`src/rtl/edge_row_packer_pkg.sv`:
```
// Shared constants, FSM encoding and row-word layout for the edge-detection
// result path.
package edge_row_packer_pkg;

  localparam int IMG_DIM    = 20;
  localparam int BIT_LENGTH = 5;
  localparam int ROW_W      = 5;
  localparam int FIFO_DEPTH = 2;

  typedef enum logic [1:0] {
    IDLE    = 2'd0,
    COLLECT = 2'd1,
    DRAIN   = 2'd2,
    DONE    = 2'd3
  } state_e;

  typedef struct packed {
    logic [ROW_W-1:0]   row_idx;
    logic [IMG_DIM-1:0] row_data;
  } row_word_t;

endpackage

```
`src/rtl/edge_row_packer_row_fifo.sv`:
```
// Synchronous power-of-two FIFO for completed row words; a push into a full
// FIFO succeeds only when a pop frees the slot on the same edge.
module row_fifo #(
  parameter int WIDTH = 25,
  parameter int DEPTH = 2
) (
  input  logic             clk,
  input  logic             reset,
  input  logic             flush,
  input  logic             push,
  input  logic             pop,
  input  logic [WIDTH-1:0] din,
  output logic [WIDTH-1:0] dout,
  output logic             full,
  output logic             empty
);

  localparam int AW = (DEPTH > 1) ? $clog2(DEPTH) : 1;

  logic [WIDTH-1:0] mem_q [DEPTH];
  logic [AW-1:0]    wr_q, rd_q;
  logic [AW:0]      cnt_q;
  logic             do_push, do_pop;

  assign full    = (cnt_q == (AW+1)'(DEPTH));
  assign empty   = (cnt_q == '0);
  assign do_pop  = pop & ~empty;
  assign do_push = push & (~full | do_pop);
  assign dout    = mem_q[rd_q];

  // NOTE: sequential state uses non-blocking assignments so every register
  // samples pre-edge values, independent of process ordering.
  always_ff @(posedge clk or posedge reset) begin
    if (reset) begin
      wr_q  <= '0;
      rd_q  <= '0;
      cnt_q <= '0;
    end else if (flush) begin
      wr_q  <= '0;
      rd_q  <= '0;
      cnt_q <= '0;
    end else begin
      if (do_push) wr_q <= wr_q + 1'b1;
      if (do_pop)  rd_q <= rd_q + 1'b1;
      case ({do_push, do_pop})
        2'b10:   cnt_q <= cnt_q + 1'b1;
        2'b01:   cnt_q <= cnt_q - 1'b1;
        default: cnt_q <= cnt_q;
      endcase
    end
  end

  // NOTE: storage is not reset; an entry is only observable after a push.
  always_ff @(posedge clk) begin
    if (do_push && !flush) mem_q[wr_q] <= din;
  end

endmodule

```
`src/rtl/edge_row_packer.sv`:
```
// Packs the serial edge stream into row words, buffers them and presents
// them on a valid/ready port with row index, frame-done and overflow.
module edge_row_packer
  import edge_row_packer_pkg::*;
#(
  parameter int IMG_DIM    = edge_row_packer_pkg::IMG_DIM,
  parameter int FIFO_DEPTH = edge_row_packer_pkg::FIFO_DEPTH,
  parameter int ROW_W      = edge_row_packer_pkg::ROW_W
) (
  input  logic               clk,
  input  logic               reset,
  input  logic               edge_in,
  input  logic               edge_valid,
  input  logic               frame_start,
  output logic [IMG_DIM-1:0] row_data,
  output logic [ROW_W-1:0]   row_idx,
  output logic               row_valid,
  input  logic               row_ready,
  output logic               frame_done,
  output logic               overflow
);

  localparam int CW = (IMG_DIM > 1) ? $clog2(IMG_DIM) : 1;
  localparam logic [CW-1:0]    COL_LAST = CW'(IMG_DIM - 1);
  localparam logic [ROW_W-1:0] ROW_LAST = ROW_W'(IMG_DIM - 1);

  state_e                   state_q, state_d;
  logic [CW-1:0]            col_q, col_d;
  logic [ROW_W-1:0]         row_q, row_d;
  logic [IMG_DIM-1:0]       shift_q, shift_d;
  logic                     ovf_q, ovf_d;
  logic                     capture, push, pop, flush, full, empty;
  logic [IMG_DIM+ROW_W-1:0] fifo_din, fifo_dout;

  // NOTE: every always_comb output gets a default first so no path can
  // leave it unassigned and infer a latch.
  always_comb begin
    state_d  = state_q;
    col_d    = col_q;
    row_d    = row_q;
    shift_d  = shift_q;
    ovf_d    = ovf_q;
    capture  = 1'b0;
    push     = 1'b0;
    flush    = 1'b0;
    fifo_din = '0;

    if (frame_start) begin
      flush   = 1'b1;
      state_d = COLLECT;
      col_d   = '0;
      row_d   = '0;
      shift_d = '0;
      ovf_d   = 1'b0;
      capture = edge_valid;
    end else begin
      case (state_q)
        IDLE: begin
          if (edge_valid) begin
            state_d = COLLECT;
            capture = 1'b1;
          end
        end
        COLLECT: capture = edge_valid;
        DRAIN:   if (empty) state_d = DONE;
        DONE:    state_d = IDLE;
        default: state_d = IDLE;
      endcase
    end

    // col_d/row_d already reflect a same-cycle restart, so a bit sampled
    // with frame_start lands in column 0 of row 0.
    if (capture) begin
      shift_d[col_d] = edge_in;
      if (col_d == COL_LAST) begin
        push     = 1'b1;
        fifo_din = {row_d, shift_d};
        col_d    = '0;
        if (full && !pop) ovf_d = 1'b1;
        if (row_d == ROW_LAST) begin
          row_d   = '0;
          state_d = DRAIN;
        end else begin
          row_d = row_d + 1'b1;
        end
      end else begin
        col_d = col_d + 1'b1;
      end
    end
  end

  always_ff @(posedge clk or posedge reset) begin
    if (reset) begin
      state_q <= IDLE;
      col_q   <= '0;
      row_q   <= '0;
      shift_q <= '0;
      ovf_q   <= 1'b0;
    end else begin
      state_q <= state_d;
      col_q   <= col_d;
      row_q   <= row_d;
      shift_q <= shift_d;
      ovf_q   <= ovf_d;
    end
  end

  row_fifo #(
    .WIDTH (IMG_DIM + ROW_W),
    .DEPTH (FIFO_DEPTH)
  ) u_row_fifo (
    .clk   (clk),
    .reset (reset),
    .flush (flush),
    .push  (push),
    .pop   (pop),
    .din   (fifo_din),
    .dout  (fifo_dout),
    .full  (full),
    .empty (empty)
  );

  assign row_valid  = ~empty;
  assign pop        = row_valid & row_ready;
  assign row_data   = empty ? '0 : fifo_dout[IMG_DIM-1:0];
  assign row_idx    = empty ? '0 : fifo_dout[IMG_DIM+ROW_W-1:IMG_DIM];
  assign frame_done = (state_q == DONE);
  assign overflow   = ovf_q;

endmodule

```
`config.mk`:
```
export PLATFORM = sky130hd
export DESIGN_NAME = edge_row_packer
export DESIGN_NICKNAME = d
export VERILOG_FILES = /design/src/rtl/edge_row_packer_pkg.sv /design/src/rtl/edge_row_packer_row_fifo.sv /design/src/rtl/edge_row_packer.sv
export SDC_FILE = /design/constraint.sdc
export NUM_CORES = 1
export LEC_CHECK = 0
export ABC_AREA = 1
export BUFFER_PORTS_ARGS = -buffer_cell sky130_fd_sc_hd__buf_2
export CORE_ASPECT_RATIO = 1.25
export CORE_MARGIN = 2
export CORE_UTILIZATION = 50
export DETAILED_ROUTE_END_ITERATION = 16
export PLACE_DENSITY_LB_ADDON = 0.2
export SLEW_MARGIN = 20
export SYNTH_ARGS = -nofsm -noshare
export SYNTH_HDL_FRONTEND = slang
export SYNTH_HIERARCHICAL = 1
export SYNTH_SLANG_ARGS = --single-unit
```
`constraint.sdc`:
```
create_clock -name clk -period 4.4 [get_ports clk]
set_input_delay 0.22 -clock clk [delete_from_list [all_inputs] [get_ports clk]]
set_output_delay 0.22 -clock clk [all_outputs]
set_load 0.05 [all_outputs]
```
After elaboration in Yosys (flattened, before gate mapping)

Memories as Yosys holds them, arrays and structs flattened.
Cells that the tools add are included.

Register bits after elaboration: 37
Bits in writable memories: 50
Input port bits: 6
Output and inout bits: 28
Word-level logic and storage cells: 82
Memories kept: 1

Memories:

| memory           | depth | bits a word | rd ports | clocked after Yosys merged registers in | write ports | RTL line                       | source |
|---|---|---|---|---|---|---|---|
| u_row_fifo.mem_q | 2     | 25          | 1        | 0                                       | 1           | edge_row_packer_row_fifo.sv:20 | `logic [WIDTH-1:0] mem_q [DEPTH];` |

Add/sub/neg operators: 6
$lt $le $gt $ge: 2
Equality and inequality tests: 8
Mux-type cells: 41
Bitwise logic cells: 6
Reductions and logical operators: 10

Operators by type and width:

| operator                                                               | count |
|---|---|
| 20-bit 2-to-1 mux                                                      | 3 |
| 25-bit 2-to-1 mux                                                      | 2 |
| 5-bit 2-to-1 mux                                                       | 8 |
| 20-bit bitwise mux                                                     | 1 |
| 1-bit 2-to-1 mux                                                       | 16 |
| 2-bit 2-to-1 mux                                                       | 7 |
| 5-bit by 1-bit adder with 5-bit output (second input constant)         | 2 |
| 5-bit == test (second input constant)                                  | 2 |
| 2-bit == test (second input constant)                                  | 4 |
| 5-bit by 6-bit < comparator with 1-bit output (second input constant)  | 1 |
| 2-bit one-hot mux with 3 select lines                                  | 1 |
| 1-bit demux with 5-bit select                                          | 1 |
| 5-bit by 1-bit >= comparator with 1-bit output (second input constant) | 1 |
| 2-bit by 1-bit == test with 1-bit output (second input constant)       | 2 |
| 2-bit logical NOT                                                      | 2 |
| 2-bit one-hot mux with 2 select lines                                  | 1 |
| 2-bit nonzero test                                                     | 2 |
| 1-bit bitwise AND                                                      | 3 |
| 1-bit logical AND                                                      | 3 |
| 3-bit nonzero test                                                     | 1 |
| 1-bit adder (second input constant)                                    | 2 |
| 2-bit by 1-bit adder with 2-bit output (second input constant)         | 1 |
| 1-bit logical NOT                                                      | 2 |
| 1-bit inverter                                                         | 2 |
| other kinds (3)                                                        | 3 |

Depth between registers and ports, before layout

Word-level depth: 9
Depth in mapped cells: 17

By module

The synthesis kept the hierarchy.

By module, submodules not included:

| module          | times used | cells each | area each (um2) | seq. area each (um2) |
|---|---|---|---|---|
| edge_row_packer | 1          | 351        | 2260.9          | 800.8 |
| row_fifo        | 1          | 171        | 2092.0          | 1601.5 |

Worst setup path before layout

OpenSTA, ideal clock, no wires.

Kind: in2reg
Start point: input port frame_start
End point: memory u_row_fifo.mem_q[1][0] (enable)
Library setup time: 438 ps
Arrival time: 3408 ps
Required time: 3962 ps
Setup slack: 554 ps
Cell stages on the path: 12
Buffers on the path: 4
Cell sequence: buf_4 inv_2 buf_6 buf_2 nand2_1 inv_1 ha_1 buf_2 nand3_1 nor2_4 o21ai_2 nor3_1

Cells in the longest elaborated chain, start to end: 8

RTL lines:

| item                                       | RTL line                       | source |
|---|---|---|
| start, declared                            | edge_row_packer.sv:14          | `input logic frame_start,` |
| 5-bit 2-to-1 mux                           | edge_row_packer.sv:48          | `if (frame_start) begin` |
| 5-bit == test                              | edge_row_packer.sv:75          | `if (col_d == COL_LAST) begin` |
| 1-bit 2-to-1 mux                           | edge_row_packer.sv:75          |  |
| 1-bit 2-to-1 mux (*)                       | edge_row_packer.sv:73          | `if (capture) begin` |
| named net push                             | edge_row_packer.sv:32          | `logic capture, push, pop, flush, full, empty;` |
| 1-bit bitwise AND (*)                      | edge_row_packer_row_fifo.sv:28 | `assign do_push = push & (~full \| do_pop);` |
| 1-bit logical AND (*)                      | edge_row_packer_row_fifo.sv:55 | `if (do_push && !flush) mem_q[wr_q] <= din;` |
| 1-bit 2-to-1 mux (*)                       | edge_row_packer_row_fifo.sv:55 |  |
| 1-bit 2-to-1 mux (not written as such) (*) | edge_row_packer_row_fifo.sv:55 |  |
| end, declared                              | edge_row_packer_row_fifo.sv:20 |  |

Mark *: on every way through the listed nets, which the timed path passes. The rest lies on a longest branch.

Worst setup path in the final report

Start point: register u_row_fifo.rd_q
End point: output port row_data[9]

Cells in the longest elaborated chain, start to end: 2

RTL lines:

| item                   | RTL line                       | source |
|---|---|---|
| start, declared        | edge_row_packer_row_fifo.sv:21 | `logic [AW-1:0] wr_q, rd_q;` |
| start signal, assigned | edge_row_packer_row_fifo.sv:44 | `if (do_pop) rd_q <= rd_q + 1'b1;` |
| memory 2 x 25 bit      | n/a                            |  |
| named net fifo_dout[9] | edge_row_packer.sv:33          | `logic [IMG_DIM+ROW_W-1:0] fifo_din, fifo_dout;` |
| 20-bit 2-to-1 mux      | edge_row_packer.sv:125         | `assign row_data = empty ? '0 : fifo_dout[IMG_DIM-1:0];` |
| end, declared          | edge_row_packer.sv:15          | `output logic [IMG_DIM-1:0] row_data,` |

The timed path passes the listed nets, and every way through them passes these cells.

==> results.md <==
* Syn Nets at 534
* Top Family by Delay on Critical Path: flip-flops
* Worst setup EP type: output port
* Clock network power share at 26.1%
* Synthesized area per cell at 8.34 um2
* Max VDD drop at 210 uV
* Area delta synth->final at 9.74%
* I/O pins at 34
* CTS tree: yes
* Number of synthesized register bits at 86
* Synth top area cells: edfxtp_1 34%, dfrtp_1 21%, nand2_1 14%
* Vias per cell at 5.10
* Worst Path Arrival at 2.26 ns
* TritonCTS buffer count at 9
* Initial antenna violation count at 0
* CTS Buffer Depth at 2
* Fin crit share at 56.3%
* RSZ-0062 raised after global routing: no
* Yosys cell types at 26
* Leak pwr at 2.33 nW
* Clock tree sinks at 86
* Post-synth top area cell: edfxtp_1
* CP cell instances: inv_2, nand2_1, nand2_1, inv_1, nor2_1, buf_2
* Share of layout cells above drive strength 1 at 14.0%
* Largest net degree at the start of global routing at 38
* Diode count at 0
* Max cap viols at 0
* Share of total power in sequential cells at 37.2%
* CP Depth at 6
* Fmax at 0.404 GHz
* Worst-path fanout max at 27
* Sequential share of the synthesized area at 55.2%
* Post-synth EDFFs at 50
* Global-route wire length before repair at 14200 um
* Routed Antenna Nets at 0
* Most used cell, CP: nand2_1
* Filler cells at 789
* Core footprint at 0.00856 mm2
* Buf/Inv on CP at 3
* # rows at 38
* Starting Density at 50.9%
* Endpoints failing setup at 0
* Clock slew at reported path FFs at 0.09 ns
* Delay of the slowest critical-path stage at 0.91 ns
* GRT overflow at 0
* Clock period minus worst slack at 2.48 ns
* Power Density at 500 mW/mm2
* Most frequent cell after synthesis: nand2_1
* Final WL at 8550 um
* Top_reg_cell synth: edfxtp_1
* Die Span Y at 108 um
* Final GP Congestion at 0.838
* Htree depth at 3
* Port bufs at 33
* Sw Ratio at 42.9%
* Critical path type: reg2out
* Nature of the critical path startpoint: flip-flop
* Post-synth top cells: 159 x nand2_1, 64 x nand3_1, 61 x nor2_1
* Die area at 0.00947 mm2
* Dpl hpwl at 5840 um
* Critical path's slowest cell: dfrtp_1
* Iteration-0 DRC Markers at 239
* Worst-Margin Slew at 0.890 ns
* Fin. max-slew vios at 0
* Max_slew headroom at 40.6%
* HP Class: in2reg
* Global-route usage over all layers at 19.4%
* Mapped Cells at 522
* DR vias at 3317
* Sw power at 0.00102 W
* Post-route setup TNS at 0 ns
* Final Hold Viols at 0
* R2R depth at 9
* Post-Syn Area at 0.00435 mm2
* Internal Dissipation at 0.00136 W
* Pre-antenna DRT Iters at 4
* Vias in the first global route at 3124
* DR WL/cell at 13.2 um
* Hold Path Depth at 3
* Clk_skew at 0.00565 ns
* Yosys top cell area share at 34.5%
* DRC at 0
* Comb pwr share at 36.8%
* Worst-Skew Late Latency at 0.36 ns
* Root Driver: clkbuf_8
* Final Util at 55.8%
* Status: finished clean
* Die width at 87.5 um
* Async S/R FF share, synth at 41.9%
* # nets final at 557
* Synth warnings at 6
* Required @ worst endpoint at 4.18 ns
-- worst register-to-register path: cells and delay by family (launching register included) --
kind | cells | cell delay [ns]
buffers and inverters | 5 | 1.08
DFF | 1 | 0.44
and+or+nand+nor | 3 | 0.40
AOI/OAI and AO/OA | 1 | 0.25
-- area by class of cell --
cell class,count,area (um2),area share [%]
Sequential cell,86,2400,50.3
Multi-Input combinational cell,349,1590,33.3
Inverter,61,229,4.79
Timing Repair Buffer,38,205,4.30
Tap cell,100,125,2.62
Clock buffer,9,124,2.59
Clock inverter,7,103,2.15
-- path summary, 6_finish.rpt --
check | startpoint | endpoint | slack [ns]
max | u_row_fifo/rd_q | row_data[9] | 1.92
min | edge_in | u_row_fifo/mem_q[0][19] | 0.24
max reg2reg | u_row_fifo/cnt_q[0] | u_row_fifo/mem_q[0][8] | 1.93
min reg2reg | overflow | overflow | 0.51
max in group asynchronous | reset | shift_q[18] | 3.59
min in group asynchronous | reset | u_row_fifo/cnt_q[1] | 0.29
-- through the flow --
| stage | power, W | area [um2] | hold WS (ns) | worst slack [ns] | instances |
|---|---|---|---|---|---|
| floorplan | 0.00162 | 4350 | -0.0139 | 0.554 | 522 |
| global placement | 0.00178 | 4540 | 0.118 | 1.85 | 633 |
| detailed placement | 0.00179 | 4540 | 0.119 | 1.74 | 633 |
| CTS | 0.00241 | 4780 | 0.219 | 1.83 | 650 |
| global route | 0.00251 | 4780 | 0.248 | 1.65 | 650 |
| finish | 0.00239 | 4780 | 0.239 | 1.92 | 650 |
-- what timing repair did --
item | in CTS | in global routing
endpoints found under the hold margin | 36 | 0
gates resized for setup | 0 | 0
hold buffers | 1 | 0
setup buffers | 0 | 0
-- power by group through the flow --
stage	combinational, W	clock (W)	sequential, W
2_1_floorplan	0.000739	0	0.000885
3_3_place_gp	0.000875	0	0.000904
3_5_place_dp	0.000883	0	0.000905
4_1_cts	0.000885	0.000641	0.000887
5_1_grt	0.000948	0.000670	0.000891
6_report	0.000878	0.000623	0.000887
-- cells in the final DEF (no fill, tap or decap), types with 2 or more instances in the layout --
cell	synthesis	routed
nand2_1	159	159
nand3_1	64	64
nor2_1	61	61
inv_1	52	52
edfxtp_1	50	50
dfrtp_1	36	36
buf_2	11	33
o21ai_0	20	20
nand4_1	14	14
clkbuf_8	0	9
inv_2	8	8
ha_1	6	6
nor2_2	5	5
nand2_2	4	4
buf_4	5	4
a21oi_1	3	3
inv_6	0	3
nor2_4	2	2
o21ai_2	2	2
nor3_1	3	2
bufinv_16	0	2
nand3_2	2	2
-- registers in the layout (all words and copies together) (netlist names) --
register,cells
state_q,2
shift_q,19
u_row_fifo/mem_q,50
u_row_fifo/wr_q,1
col_q,5
u_row_fifo/cnt_q,2
row_q,5
overflow,1
u_row_fifo/rd_q,1
-- metal layers --
layer / wire length, um / share of wire (%) / track usage, %
met4: 149 / 1.7 / 8.24
met2: 4080 / 48 / 31.4
met1: 4020 / 47 / 25.8
met5: 0 / 0 / 0
met3: 292 / 3.4 / 3.21
-- logic make-up (layout without fill, tap and decap cells) --
group | Yosys count | in the layout | synth area share, %
buffers and inverters | 87 | 115 | 8.42
XOR/XNOR | 1 | 1 | 0.201
adder cells (fa/ha/maj) | 6 | 6 | 1.72
flip-flops | 86 | 86 | 55.2
AO/OA/AOI/OAI | 27 | 27 | 3.33
AND/OR/NAND/NOR | 315 | 315 | 31.1
(Power assumes the default switching activity.)
